File: src/rtl/mmcm_drp_sequencer.sv
// DRP read-modify-write sequencer for MMCME2/PLLE2 primitives: applies a stream of masked
// register writes to one channel while holding it in reset, then waits for LOCKED.
module mmcm_drp_sequencer #(
  parameter int NUM_CH       = 1,
  parameter int CH_W         = 1,
  parameter int DRDY_TIMEOUT = 64,
  parameter int LOCK_TIMEOUT = 65536
) (
  input  logic                 dclk,
  input  logic                 rst_n,
  input  logic                 cfg_valid,
  output logic                 cfg_ready,
  input  logic [CH_W-1:0]      cfg_ch,
  input  logic [6:0]           cfg_addr,
  input  logic [15:0]          cfg_data,
  input  logic [15:0]          cfg_mask,
  input  logic                 cfg_last,
  output logic [6:0]           daddr,
  output logic [15:0]          di,
  output logic                 dwe,
  output logic [NUM_CH-1:0]    den,
  input  logic [NUM_CH*16-1:0] do_bus,
  input  logic [NUM_CH-1:0]    drdy,
  output logic [NUM_CH-1:0]    rst_mmcm,
  input  logic [NUM_CH-1:0]    locked,
  output logic                 busy,
  output logic                 done,
  output logic                 error,
  output logic [1:0]           err_code,
  output logic [2:0]           dbg_state
);

  localparam int MAX_TO = (DRDY_TIMEOUT > LOCK_TIMEOUT) ? DRDY_TIMEOUT : LOCK_TIMEOUT;
  localparam int CNT_W  = $clog2(MAX_TO) + 1;

  typedef enum logic [2:0] {
    S_IDLE      = 3'd0,
    S_FETCH     = 3'd1,
    S_RD        = 3'd2,
    S_RD_WAIT   = 3'd3,
    S_WR        = 3'd4,
    S_WR_WAIT   = 3'd5,
    S_HOLDOFF   = 3'd6,
    S_LOCK_WAIT = 3'd7
  } state_t;

  state_t             r_state, w_state_nxt;
  logic [CNT_W-1:0]   r_cnt;
  logic [CH_W-1:0]    r_ch;
  logic [6:0]         r_addr;
  logic [15:0]        r_data, r_mask, r_di;
  logic               r_last, r_busy, r_done, r_error;
  logic [1:0]         r_err_code;
  logic [NUM_CH-1:0]  r_rst;

  logic [NUM_CH-1:0]  w_ch_oh, w_cfg_oh;
  logic [15:0]        w_sel_do;
  logic               w_sel_drdy, w_sel_locked, w_accept, w_skip_rd, w_drdy_to, w_lock_to;

  always_comb begin
    w_ch_oh  = '0;
    w_cfg_oh = '0;
    w_sel_do = '0;
    for (int c = 0; c < NUM_CH; c++) begin
      w_ch_oh[c]  = (r_ch == CH_W'(c));
      w_cfg_oh[c] = (cfg_ch == CH_W'(c));
      if (r_ch == CH_W'(c)) w_sel_do = do_bus[c*16 +: 16];
    end
  end

  assign w_sel_drdy   = |(drdy & w_ch_oh);
  assign w_sel_locked = |(locked & w_ch_oh);
  assign w_accept     = cfg_valid & cfg_ready;
  assign w_skip_rd    = (cfg_mask == 16'hFFFF);
  assign w_drdy_to    = (r_cnt == CNT_W'(DRDY_TIMEOUT - 1));
  assign w_lock_to    = (r_cnt == CNT_W'(LOCK_TIMEOUT - 1));

  // Handshake: an entry transfers on a dclk edge where cfg_valid and cfg_ready are both high;
  // cfg_ready depends only on state (and rst_n), never on cfg_valid.
  always_comb begin
    w_state_nxt = r_state;
    cfg_ready   = 1'b0;
    den         = '0;
    dwe         = 1'b0;
    case (r_state)
      S_IDLE, S_FETCH: begin
        cfg_ready = rst_n;
        if (w_accept) w_state_nxt = w_skip_rd ? S_WR : S_RD;
      end
      S_RD: begin
        den         = w_ch_oh;
        w_state_nxt = S_RD_WAIT;
      end
      S_RD_WAIT: begin
        if (w_sel_drdy)     w_state_nxt = S_WR;
        else if (w_drdy_to) w_state_nxt = S_IDLE;
      end
      S_WR: begin
        den         = w_ch_oh;
        dwe         = 1'b1;
        w_state_nxt = S_WR_WAIT;
      end
      S_WR_WAIT: begin
        if (w_sel_drdy)     w_state_nxt = r_last ? S_HOLDOFF : S_FETCH;
        else if (w_drdy_to) w_state_nxt = S_IDLE;
      end
      S_HOLDOFF: begin
        if (r_cnt == CNT_W'(3)) w_state_nxt = S_LOCK_WAIT;
      end
      S_LOCK_WAIT: begin
        if (w_sel_locked || w_lock_to) w_state_nxt = S_IDLE;
      end
      default: w_state_nxt = S_IDLE;
    endcase
  end

  always_ff @(posedge dclk) begin
    if (!rst_n) begin
      r_state    <= S_IDLE;
      r_cnt      <= '0;
      r_ch       <= '0;
      r_addr     <= '0;
      r_data     <= '0;
      r_mask     <= '0;
      r_di       <= '0;
      r_last     <= 1'b0;
      r_busy     <= 1'b0;
      r_done     <= 1'b0;
      r_error    <= 1'b0;
      r_err_code <= 2'd0;
      r_rst      <= '0;
    end else begin
      r_state <= w_state_nxt;
      r_cnt   <= (w_state_nxt != r_state) ? '0 : r_cnt + 1'b1;
      r_done  <= 1'b0;
      r_error <= 1'b0;
      if (w_accept) begin
        r_addr <= cfg_addr;
        r_data <= cfg_data;
        r_mask <= cfg_mask;
        r_last <= cfg_last;
        if (w_skip_rd) r_di <= cfg_data;
        if (r_state == S_IDLE) begin
          r_ch       <= cfg_ch;
          r_err_code <= 2'd0;
          r_busy     <= 1'b1;
          r_rst      <= w_cfg_oh;
        end
      end
      case (r_state)
        S_RD_WAIT: begin
          if (w_sel_drdy) begin
            r_di <= (w_sel_do & ~r_mask) | (r_data & r_mask);
          end else if (w_drdy_to) begin
            r_error    <= 1'b1;
            r_err_code <= 2'd1;
            r_rst      <= '0;
            r_busy     <= 1'b0;
          end
        end
        S_WR_WAIT: begin
          if (w_sel_drdy) begin
            if (r_last) r_rst <= '0;
          end else if (w_drdy_to) begin
            r_error    <= 1'b1;
            r_err_code <= 2'd1;
            r_rst      <= '0;
            r_busy     <= 1'b0;
          end
        end
        S_LOCK_WAIT: begin
          if (w_sel_locked) begin
            r_done <= 1'b1;
            r_busy <= 1'b0;
          end else if (w_lock_to) begin
            r_error    <= 1'b1;
            r_err_code <= 2'd2;
            r_rst      <= '0;
            r_busy     <= 1'b0;
          end
        end
        default: ;
      endcase
    end
  end

  assign daddr     = r_addr;
  assign di        = r_di;
  assign rst_mmcm  = r_rst;
  assign busy      = r_busy;
  assign done      = r_done;
  assign error     = r_error;
  assign err_code  = r_err_code;
  assign dbg_state = r_state;

endmodule
File: config.mk
export PLATFORM = sky130hd
export DESIGN_NAME = mmcm_drp_sequencer
export DESIGN_NICKNAME = d
export VERILOG_FILES = /design/src/rtl/mmcm_drp_sequencer.sv
export SDC_FILE = /design/constraint.sdc
export NUM_CORES = 1
export LEC_CHECK = 0
export BUFFER_PORTS_ARGS = -buffer_cell sky130_fd_sc_hd__buf_2
export CORE_MARGIN = 8
export CORE_UTILIZATION = 35
export CTS_CLUSTER_SIZE = 24
export DETAILED_ROUTE_END_ITERATION = 12
export HOLD_SLACK_MARGIN = 0.02
export MAX_ROUTING_LAYER = met4
export PLACE_DENSITY_LB_ADDON = 0.3
export SLEW_MARGIN = 20
export SYNTH_ARGS = -nofsm -noshare
export SYNTH_HDL_FRONTEND = slang
export SYNTH_SLANG_ARGS = --single-unit
File: constraint.sdc
create_clock -name dclk -period 2.6 [get_ports dclk]
set_clock_uncertainty 0.1 [all_clocks]
set_input_delay 0.52 -clock dclk [delete_from_list [all_inputs] [get_ports dclk]]
set_output_delay 0.52 -clock dclk [all_outputs]
set_load 0.02 [all_outputs]
# After elaboration in Yosys (flattened, before gate mapping)
# Cells that the tools add are included.
# totals
input_bits	62
output_inout_bits	35
ff_bits	83
# op_classes
n_eq_ne	12
n_reduce_logical	8
muxes	46
bitwise	10
n_addsub	1
# op_table
cell	n
16-bit two-way mux	5
16-bit bitwise AND	2
3-bit two-way mux	8
1-bit two-way mux	22
3-bit case mux with 7 select lines	1
17-bit by 1-bit adder with 17-bit output (second input constant)	1
17-bit by 16-bit equality test with 1-bit output (second input constant)	1
17-bit by 2-bit equality test with 1-bit output (second input constant)	1
17-bit by 6-bit equality test with 1-bit output (second input constant)	1
16-bit equality test (second input constant)	1
16-bit NOT	1
16-bit OR	1
3-bit equality test (second input constant)	4
2-bit two-way mux	6
2-bit OR reduction	4
3-bit by 2-bit equality test with 1-bit output (second input constant)	2
1-bit case mux with 2 select lines	2
2-bit case mux with 2 select lines	1
2-bit AND reduction	2
1-bit bitwise AND	3
3-bit by 1-bit equality test with 1-bit output (second input constant)	1
3-bit zero test	1
3-bit inequality test	1
1-bit NOT	3
other kinds (2)	2

# Longest topological paths before layout
# Gate-level depths: netlist of the first run.
# logic_depth
ltp_word	8
depth_mapped	10

# Least setup slack after synthesis of the first run
# No wires, ideal clock.
# synth_timing
path_type	register to register
from	reg r_cnt[4]
to	reg r_cnt[2]
setup_ps	62
required_time_ps	2438
period_less_slack_ps	2246
t_arrival_ps	2084
setup_slack_ps	354
stages_incl_launch_ff	11
cell_sequence	dfxtp_1 -> and4_1 -> and4_1 -> and4_1 -> ha_1 -> o21bai_1 -> a31oi_1 -> a211o_1 -> buf_6 -> buf_8 -> nor2_4
# synth_via
elab_chain_cells	6
# synth_lines
element	line	rtl
from (decl)	48	logic [CNT_W-1:0] r_cnt;
from (signal assigned)	134	r_cnt <= (w_state_nxt != r_state) ? '0 : r_cnt + 1'b1;
17-bit by 6-bit equality test with 1-bit output or 17-bit by 16-bit equality test with 1-bit output (tied branches)	75, 76	
3-bit two-way mux or 1-bit logical OR (tied branches)	96, 105, 111	
3-bit two-way mux, on equally long branches	104, 111, 95	
3-bit case mux with 7 select lines (*)	85	case (r_state)
3-bit inequality test (*)	134	
2-bit OR reduction (no source line) (*)	n/a	
# Mark *: on every way between the ends. The rest lies on a longest branch, timed or not.
# A chain may end at the register's enable or synchronous reset.

# Final worst setup path of the first run
# layout_timing
from	reg r_cnt[2]
to	reg r_cnt[9]
# layout_via
elab_chain_cells	6
# layout_lines
element	line
17-bit by 6-bit equality test with 1-bit output or 17-bit by 16-bit equality test with 1-bit output (tied branches)	75, 76
3-bit two-way mux or 1-bit logical OR (tied branches)	96, 105, 111
3-bit two-way mux, on equally long branches	104, 111, 95
3-bit case mux with 7 select lines	85
3-bit inequality test	134
2-bit OR reduction (no source line)	n/a
# Parallel ways exist; a longest one is shown, timed or not.

==> results by group, run 1 <==
Yosys
  • Synth cell count leaders: nand2_1, dfxtp_1, nand3_1
  • #FFs+latches synth: 83
  • EDFF count, synth: 0
  • Syn Area/Cell: 8.34 um2
  • Top cell type's share of synthesized area: 0.442
  • Mapped Cells: 451
  • Synth area leaders: dfxtp_1, nand2_1, nand3_1
  • Post-synth ARST share: 0
  • Register area share after synthesis: 0.442
  • Synthesized cell area: 3760 um2
  • YS warnings: 0
  • Post-synth cell types: 52
  • Yosys top cell by area: dfxtp_1
  • Top_reg_cell synth: dfxtp_1
  • Most common cell in the synthesized netlist: nand2_1
  • Syn Nets: 515

Route
  • Post-route DRC: 0
  • Avg Vias per Cell: 5.13
  • Vias after detailed routing: 3496
  • Wire length per cell: 15.4 um
  • Post-Route WL: 10500 um
  • DR iter-0 viols: 216
  • Post-route ant nets: 0
  • DRT Pass-1 Iters: 5

Global route
  • Grt ovf: 0
  • Initial antenna violation count: 0
  • First-pass GRT wire length: 17500 um
  • Total GRT Usage: 0.151
  • Largest net degree at the start of global routing: 46
  • Vias in the first global route: 3475

Critical path
  • Reg2reg setup slack: 0.21 ns
  • Worst path arrival time: 2.54 ns
  • Reg2reg start: r_cnt[2]$_SDFF_PP0_
  • Critical Path Source Type: flop
  • Reg2reg end: r_cnt[9]$_SDFF_PP0_
  • CP Capture Type: flop
  • Crit path from: r_cnt[2]$_SDFF_PP0_
  • Maximum fanout along the worst path: 17
  • R2R cell count: 9
  • Critical path data required time: 2.74 ns
  • Crit path kind: flop to flop

Floorplanning
  • Die H: 120 um
  • Starting Density: 0.353
  • Core area: 10700 um2
  • Die X: 120 um
  • Die ar.: 14300 um2
  • Number of cell rows: 38
  • # IOs: 97

Timing
  • Setup violators final: 0
  • Worst Tran Pin Value: 0.676 ns
  • Crit path time final: 2.39 ns
  • Setup TNS: 0 ns
  • Max-slew violations: 0
  • RSZ-0062 raised after global routing: no
  • Relative slew margins: 0.550
  • Hold WS: 0.255 ns
  • Final Hold Vio Count: 0
  • Max Fclk: 418 MHz
  • Fin crit share: 0.921

Clock tree
  • Root Driver: clkbuf_8
  • CTS Sinks: 83
  • PostCTS Resize Cnt: 0
  • CTS tree: done
  • Worst-path clk slew: 0.10 ns
  • Later-pin clock latency in the skew report: 0.35 ns
  • Postcts setup bufs: 0
  • Clock Tree Buf Depth: 2
  • H-Tree Level Count: 3
  • Cts hold-fix bufs: 0
  • Cts bufs inserted: 9

Pwr
  • Tot Pwr: 2980 uW
  • Pwr dens: 658 nW/um2
  • LEAKAGE: 0.00217 uW
  • VDD IR max: 0.260 mV

Worst hold path
  • Hold Path Depth: 3
  • Hold Path Sink: r_data[14]$_SDFFE_PN0N_
  • Hold path start: cfg_data[14]
  • Hold crit path type: input pin to flop

Place
  • Cell Area, Placed: 4350 um2
  • Routability Congestion: 0.873
  • PortBufs: 96
  • HPWL Detailed: 7620 um

Finish
  • Fill count: 1140
  • Proportion of layout cells with a drive suffix above 1: 0.260
  • Antenna cell count: 0
  • Layout Nets: 601
  • Finished Cell Area: 4530 um2
  • Area grow syn2layout: 20.5%
  • End-of-flow core utilization: 0.426

Outcome
  • Status: complete, no violations

Run
  • # Max-Cap Violations: 0
[worst max-delay path by stage]
stage,end,slack [ns]
6_report,r_cnt[9]$_SDFF_PP0_,0.21
5_1_grt,r_cnt[9]$_SDFF_PP0_,0.03
4_1_cts,r_cnt[9]$_SDFF_PP0_,0.17
3_5_place_dp,r_cnt[9]$_SDFF_PP0_,0.19
3_3_place_gp,r_cnt[15]$_SDFF_PP0_,0.30
2_1_floorplan,r_cnt[2]$_SDFF_PP0_,0.35
[per-stage QoR]
stage | worst slack (ns) | cells
after global routing | 0.0297 | 682
final | 0.206 | 682
after floorplan | 0.354 | 451
after detailed placement | 0.195 | 666
after global placement | 0.304 | 666
after CTS | 0.172 | 682
[registers in the layout, summed over array words and instances, names as in the netlist, 2 cells and up]
signal,flops
daddr,7
dbg_state,3
di,16
err_code,2
r_cnt,17
r_data,16
r_mask,16
[power by group]
group | switching, uW | internal, uW | total (uW)
sequential | 105 | 1380 | 1480
clock | 517 | 369 | 887
combinational | 378 | 235 | 613
total | 1000 | 1980 | 2980
[cell usage in the layout (no fill, tap or decap), types with 8 or more instances in the layout]
master / instances
a22oi_1: 16
nand2_1: 95
buf_2: 96
clkbuf_8: 9
o22ai_1: 16
dfxtp_1: 83
xor2_1: 9
nor2_1: 35
nand3_1: 49
a21oi_1: 8
mux2i_1: 16
[logic make-up (layout without fill, tap and decap cells)]
| family | Yosys count | in the layout | synth area share |
|---|---|---|---|
| compound gates | 62 | 62 | 0.114 |
| simple gates | 240 | 240 | 0.318 |
| mux | 16 | 16 | 0.0426 |
| buf+inv | 34 | 125 | 0.0449 |
| fa+ha+maj | 2 | 2 | 0.00665 |
| xor+xnor | 14 | 14 | 0.0326 |
| flops | 83 | 83 | 0.442 |
[per-layer routing]
metal  global-route usage  share of wire
met4               0.0484          0.010
met2                0.240           0.47
met3               0.0385          0.058
met1                0.184           0.46
met5                    -              0
[worst max-delay path, cell delays in order, from the launching register on]
cell	delay, ns
dfxtp_1	0.43
and4_1	0.30
and4_1	0.31
and4_1	0.22
ha_1	0.23
o21bai_1	0.09
a31oi_1	0.18
a211o_1	0.17
buf_12	0.18
nor2_1	0.07
[area by class of cell]
cell class	instances	area (um2)	share of cell area
Clock inverter	7	62.6	0.0138
Multi-Input combinational cell	334	1940	0.428
Clock buffer	9	124	0.0273
Timing Repair Buffer	104	553	0.122
Sequential cell	83	1660	0.367
Tap cell	140	175	0.0386
Inverter	5	18.8	0.00414
Note: power is estimated with default switching activity, not from simulation.
==> run 2, diff against run 1 <==
- BUFFER_PORTS_ARGS: -buffer_cell sky130_fd_sc_hd__buf_2 -> default
- CELL_PAD_IN_SITES_DETAIL_PLACEMENT: default -> 1
- CELL_PAD_IN_SITES_GLOBAL_PLACEMENT: default -> 1
- DONT_BUFFER_PORTS: default -> 1
==> run 2 against run 1 <==
  * Maximum frequency grew 1.2%
  * Sequential share of layout area grew 3.9 points
  * First-iteration DRC count shrank 25%
  * Critical path type unchanged
  * Power shrank 1.7%
  * Global-route usage grew 1.3 points
==> results by group, run 2 (synthesis gave the netlist of run 1 again) <==
Outcome
  • Status: complete, no violations

Finish
  • Finished Cell Area: 4090 um2 (-9.7%)
  • Max FFs per register: 17 (unchanged)
  • Non-Filler Instances: 590 (-13%)
  • Most flops, register: r_cnt
  • Most frequent cells in the layout: nand2_1, dfxtp_1, nand3_1
  • Layout Nets: 511 (-15%)
  • End-of-flow core utilization: 0.384 (-0.0414)
  • Proportion of layout cells with a drive suffix above 1: 0.111 (-0.149)
  • Most common cell after layout, fill and taps aside: nand2_1
  • Area grow syn2layout: 8.78%
  • Antenna cell count: 0 (unchanged)

Critical path
  • R2R cell count: 9 (unchanged)
  • Maximum fanout along the worst path: 12 (-5)
  • Slowest-stage cell, CP: a211o_2
  • Worst path cell trace: ha_1 > and4_1 > and4_1 > ha_1 > o21bai_1 > a31oi_1 > a211o_2 > buf_12 > nor2_1
  • Crit path max-delay family: compound AO/OA/AOI/OAI gates
  • WP buf/inv: 1 (unchanged)
  • Critical path data required time: 2.80 ns (+0.06 ns)
  • Critical Path Source Type: flop
  • CP max stage delay: 0.39 ns (-0.04 ns)
  • Crit path kind: flop to flop
  • CP Capture Type: flop
  • Worst path arrival time: 2.56 ns (+0.02 ns)
  • CP Depth: 9 (unchanged)

Timing
  • Relative slew margins: 0.517 (-0.0328)
  • Worst Tran Pin Value: 0.725 ns (+0.0492 ns)
  • Setup violators final: 0 (unchanged)
  • Max Fclk: 423 MHz (+1.2%)
  • Setup TNS: 0 ns (unchanged)
  • Hold WS: 0.147 ns (-0.108 ns)
  • RSZ-0062 raised after global routing: no
  • Max-slew violations: 0 (unchanged)
  • Crit path time final: 2.36 ns (-0.0294 ns)
  • Fin crit share: 0.909 (-0.0113)
  • Final Hold Vio Count: 0 (unchanged)

Global route
  • Vias in the first global route: 3347 (-3.7%)
  • Total GRT Usage: 0.164 (+0.0125)
  • First-pass GRT wire length: 18200 um (+3.8%)
  • Grt ovf: 0 (unchanged)
  • M1 GR Usage: 0.188 (+0.00382)
  • Initial antenna violation count: 0 (unchanged)
  • GR peak layer: met2
  • Largest net degree at the start of global routing: 52 (+13%)
  • GR Util met2: 0.263 (+0.0227)
  • GR Util met3: 0.0512 (+0.0127)

Floorplanning
  • Core area: 10700 um2 (unchanged)
  • Die X: 120 um (unchanged)
  • # IOs: 97 (unchanged)
  • Die H: 120 um (unchanged)
  • Starting Density: 0.353 (unchanged)
  • Number of cell rows: 38 (unchanged)
  • Die ar.: 14300 um2 (unchanged)

Place
  • Routability Congestion: 0.836 (-4.2%)
  • PortBufs: 0 (-100%)
  • HPWL Detailed: 8340 um (+9.4%)
  • Cell Area, Placed: 3910 um2 (-10%)
  • # placed instances: 576 (-14%)

Worst hold path
  • Hold crit path type: input pin to flop
  • Hold Path Depth: 2 (-1)

Clock tree
  • Clock Tree Buf Depth: 2 (unchanged)
  • Root Driver: clkbuf_8
  • CTS tree: done
  • Later-pin clock latency in the skew report: 0.37 ns (+0.02 ns)
  • Cts bufs inserted: 9 (unchanged)
  • H-Tree Level Count: 3 (unchanged)
  • Cts hold-fix bufs: 0 (unchanged)
  • Worst-path clk slew: 0.09 ns (about the same)
  • CTS Sinks: 83 (unchanged)

Route
  • DRT Pass-1 Iters: 4 (-1)
  • Avg Vias per Cell: 5.35 (+4.3%)
  • Post-Route WL: 11300 um (+8.0%)
  • DR iter-0 viols: 161 (-25%)
  • Post-route DRC: 0 (unchanged)
  • Vias after detailed routing: 3155 (-9.8%)
  • Wire length per cell: 19.2 um (+25%)
  • Post-route ant nets: 0 (unchanged)

Pwr
  • Pwr dens: 717 nW/um2 (+8.9%)
  • VDD IR max: 0.313 mV (+20%)
  • LEAKAGE: 0.00177 uW (-18%)

Run
  • # Max-Cap Violations: 0 (unchanged)
-- run 2: changes by cell type in the layout (fill, tap and decap cells not counted), sizes merged --
cell	change
buf	-90
bufinv	+1
clkinv	+2
inv	-5
-- run 2: final cells by class --
class | count | area [um2]
Multi-Input combinational cell | 334 | 1940
Clock inverter | 5 | 56.3
Fill cell | 1299 | 6560
Clock buffer | 9 | 124
Timing Repair Buffer | 14 | 118
Sequential cell | 83 | 1660
Inverter | 5 | 18.8
Tap cell | 140 | 175
-- run 2: repair_timing --
item                       CTS  global route
buffers inserted             0             0
gates resized for setup      0             1
setup endpoints to repair    0            12
-- run 2: power by group --
group,internal [uW],switching [uW]
logic,189,297
registers,1380,157
clock network,432,479
-- run 2: layer usage --
layer / up-vias / part of all wire
li1: 1557 / -
met2: 73 / 0.48
met5: - / 0
met4: 0 / 0.017
met3: 14 / 0.068
met1: 1511 / 0.44
-- run 2: worst paths after layout --
check | startpoint | slack, ns | end
worst max register to register | r_cnt[0]$_SDFF_PP0_ | 0.24 | r_cnt[9]$_SDFF_PP0_
worst min register to register | r_data[15]$_SDFFE_PN0N_ | 0.36 | r_data[15]$_SDFFE_PN0N_
worst min-delay path | cfg_data[11] | 0.15 | r_data[11]$_SDFFE_PN0N_
worst max-delay path | r_cnt[0]$_SDFF_PP0_ | 0.24 | r_cnt[9]$_SDFF_PP0_
-- run 2: per-stage QoR --
stage | power, uW | worst slack (ns)
2_1_floorplan | 1910 | 0.354
3_3_place_gp | 2040 | 0.240
3_5_place_dp | 2060 | 0.172
4_1_cts | 2970 | 0.141
5_1_grt | 3090 | 0.0666
6_report | 2930 | 0.236
==> run 3, diff against run 2 <==
- RECOVER_POWER: default -> 100
==> run 3 against run 2 <==
  * Die area did not move
  * Highest routed layer unchanged
  * Final area down 1.8%
  * Non-clock buffer count unchanged
  * Combinational power down 6.2%
  * Flip-flop and latch count is the same
  * Critical endpoint is now den
  * Global-route usage stayed put
  * Via count shrank 0.16%
  * Largest cell class unchanged
  * Power shrank 1.1%
  * Sequential share of layout area rose by 0.75 points
  * Largest power group unchanged
  * Register-to-register slack is essentially flat
==> results by group, run 3 (synthesis gave the netlist of run 1 again) <==
Finish
  • Most common cell after layout, fill and taps aside: nand2_1
  • Finished Cell Area: 4020 um2 (-1.8%)
  • Most frequent cells in the layout: nand2_1, dfxtp_1, nand3_1
  • Max FFs per register: 17 (unchanged)
  • Antenna cell count: 0 (unchanged)
  • Most flops, register: r_cnt
  • Layout Nets: 511 (unchanged)
  • Proportion of layout cells with a drive suffix above 1: 0.0778 (-0.0333)
  • Area grow syn2layout: 6.82%

Floorplanning
  • Die X: 120 um (unchanged)
  • Number of cell rows: 38 (unchanged)
  • Starting Density: 0.353 (unchanged)
  • Die ar.: 14300 um2 (unchanged)
  • Core area: 10700 um2 (unchanged)
  • Die H: 120 um (unchanged)
  • # IOs: 97 (unchanged)

Global route
  • Initial antenna violation count: 0 (unchanged)
  • M1 GR Usage: 0.188 (unchanged)
  • Grt ovf: 0 (unchanged)
  • Total GRT Usage: 0.164 (unchanged)
  • Largest net degree at the start of global routing: 52 (unchanged)
  • First-pass GRT wire length: 18200 um (unchanged)
  • GR peak layer: met2
  • GR Util met2: 0.263 (unchanged)
  • GR Util met3: 0.0512 (unchanged)
  • Vias in the first global route: 3347 (unchanged)

Place
  • Routability Congestion: 0.836 (unchanged)
  • PortBufs: 0 (unchanged)
  • Cell Area, Placed: 3910 um2 (unchanged)
  • Pre-CTS setup slack: 0.172 ns (unchanged)
  • HPWL Detailed: 8340 um (unchanged)

Timing
  • Setup TNS: 0 ns (unchanged)
  • Max Fclk: 420 MHz (-0.61%)
  • Crit path time final: 2.38 ns (+0.0145 ns)
  • Setup WS post-layout: 0.221 ns (-0.0145 ns)
  • Hold WS: 0.148 ns (+0.000877 ns)
  • Fin crit share: 0.915 (+0.00556)
  • Relative slew margins: 0.424 (-0.0930)
  • Setup violators final: 0 (unchanged)
  • Worst Tran Pin Value: 0.864 ns (+0.139 ns)
  • RSZ-0062 raised after global routing: no
  • Final Hold Vio Count: 0 (unchanged)
  • Max-slew violations: 0 (unchanged)

Critical path
  • Critical Path Source Type: flop
  • Maximum fanout along the worst path: 16 (+4)
  • Critical path data required time: 1.98 ns (-0.82 ns)
  • Crit path kind: flop to output pin
  • CP Capture Type: output pin
  • Worst path arrival time: 1.76 ns (-0.80 ns)

Route
  • Post-route DRC: 0 (unchanged)
  • Post-route ant nets: 0 (unchanged)
  • Post-Route WL: 11400 um (+0.17%)
  • Vias after detailed routing: 3150 (-0.16%)
  • DRT Pass-1 Iters: 4 (unchanged)
  • Wire length per cell: 19.3 um (+0.17%)
  • DR iter-0 viols: 162 (+0.62%)
  • Avg Vias per Cell: 5.34 (-0.16%)

Run
  • # Max-Cap Violations: 0 (unchanged)

Pwr
  • LEAKAGE: 0.00175 uW (-1.2%)
  • VDD IR max: 0.310 mV (-0.85%)
  • Pwr dens: 722 nW/um2 (+0.75%)

Clock tree
  • Later-pin clock latency in the skew report: 0.37 ns (about the same)
  • Worst-path clk slew: 0.09 ns (about the same)
  • Root Driver: clkbuf_8
  • Postcts setup bufs: 0 (unchanged)
  • Clock Tree Buf Depth: 2 (unchanged)
  • Cts bufs inserted: 9 (unchanged)
  • CTS Sinks: 83 (unchanged)
  • H-Tree Level Count: 3 (unchanged)
  • CTS tree: done

Outcome
  • Status: complete, no violations

Worst hold path
  • Hold crit path type: input pin to flop
run 3: cell count changes in the layout (fill, tap and decap cells not counted):
cell,previous run,this run
a2111oi_0,0,1
a2111oi_1,1,0
and3_1,5,6
and3_2,1,0
buf_4,13,7
clkbuf_1,0,5
clkbuf_2,0,1
nand3_1,49,50
nand3_2,1,0
nor2_1,35,43
nor2_2,4,1
nor2_4,6,1
run 3: through the flow:
| step | cells | total power [uW] | util |
|---|---|---|---|
| 6_report | 590 | 2900 | 0.377 |
| 3_5_place_dp | 576 | 2060 | 0.367 |
| 5_1_grt | 590 | 3060 | 0.377 |
| 4_1_cts | 590 | 2970 | 0.384 |
| 3_3_place_gp | 576 | 2040 | 0.367 |
| 2_1_floorplan | 451 | 1910 | - |
run 3: worst paths after layout:
path                                               from                       to  slack [ns]  cells after the start
worst max-delay path            dbg_state[1]$_SDFF_PN0_                      den        0.22                      3
worst min-delay path                       cfg_data[14]  r_data[14]$_SDFFE_PN0N_        0.15                      2
worst max register to register      r_cnt[3]$_SDFF_PP0_      r_cnt[3]$_SDFF_PP0_        0.23                      9
worst min register to register  r_data[15]$_SDFFE_PN0N_  r_data[15]$_SDFFE_PN0N_        0.36                      2
run 3: layer usage:
metal  wire, um  share of wire
met5          0              0
met4        193          0.017
met3        771          0.068
met2       5400           0.47
met1       5000           0.44
run 3: worst max-delay path, cell delays in order (launching register included):
cell	delay, ns
dfxtp_1	0.64
nand2b_1	0.19
a211oi_1	0.26
clkbuf_1	0.31
run 3: power by group:
group	leakage, uW	switching, uW	internal, uW
clock	0.0000909	478	432
sequential	0.000677	157	1380
combinational	0.000981	286	170
run 3: what timing repair did:
item                                    CTS  global route
hold buffers                              0             0
hold endpoints to repair                  0             0
gates resized for setup                   0             1
endpoints found under the setup margin    0            12
run 3: area by class of cell:
| class | count | area [um2] |
|---|---|---|
| inverters | 5 | 18.8 |
| repair buffers | 14 | 96.3 |
| multi-input cells | 334 | 1890 |
| clock buffers | 9 | 124 |
| fillers | 1308 | 6630 |
| flip-flops and latches | 83 | 1660 |
| well taps | 140 | 175 |
| clock inverters | 5 | 56.3 |
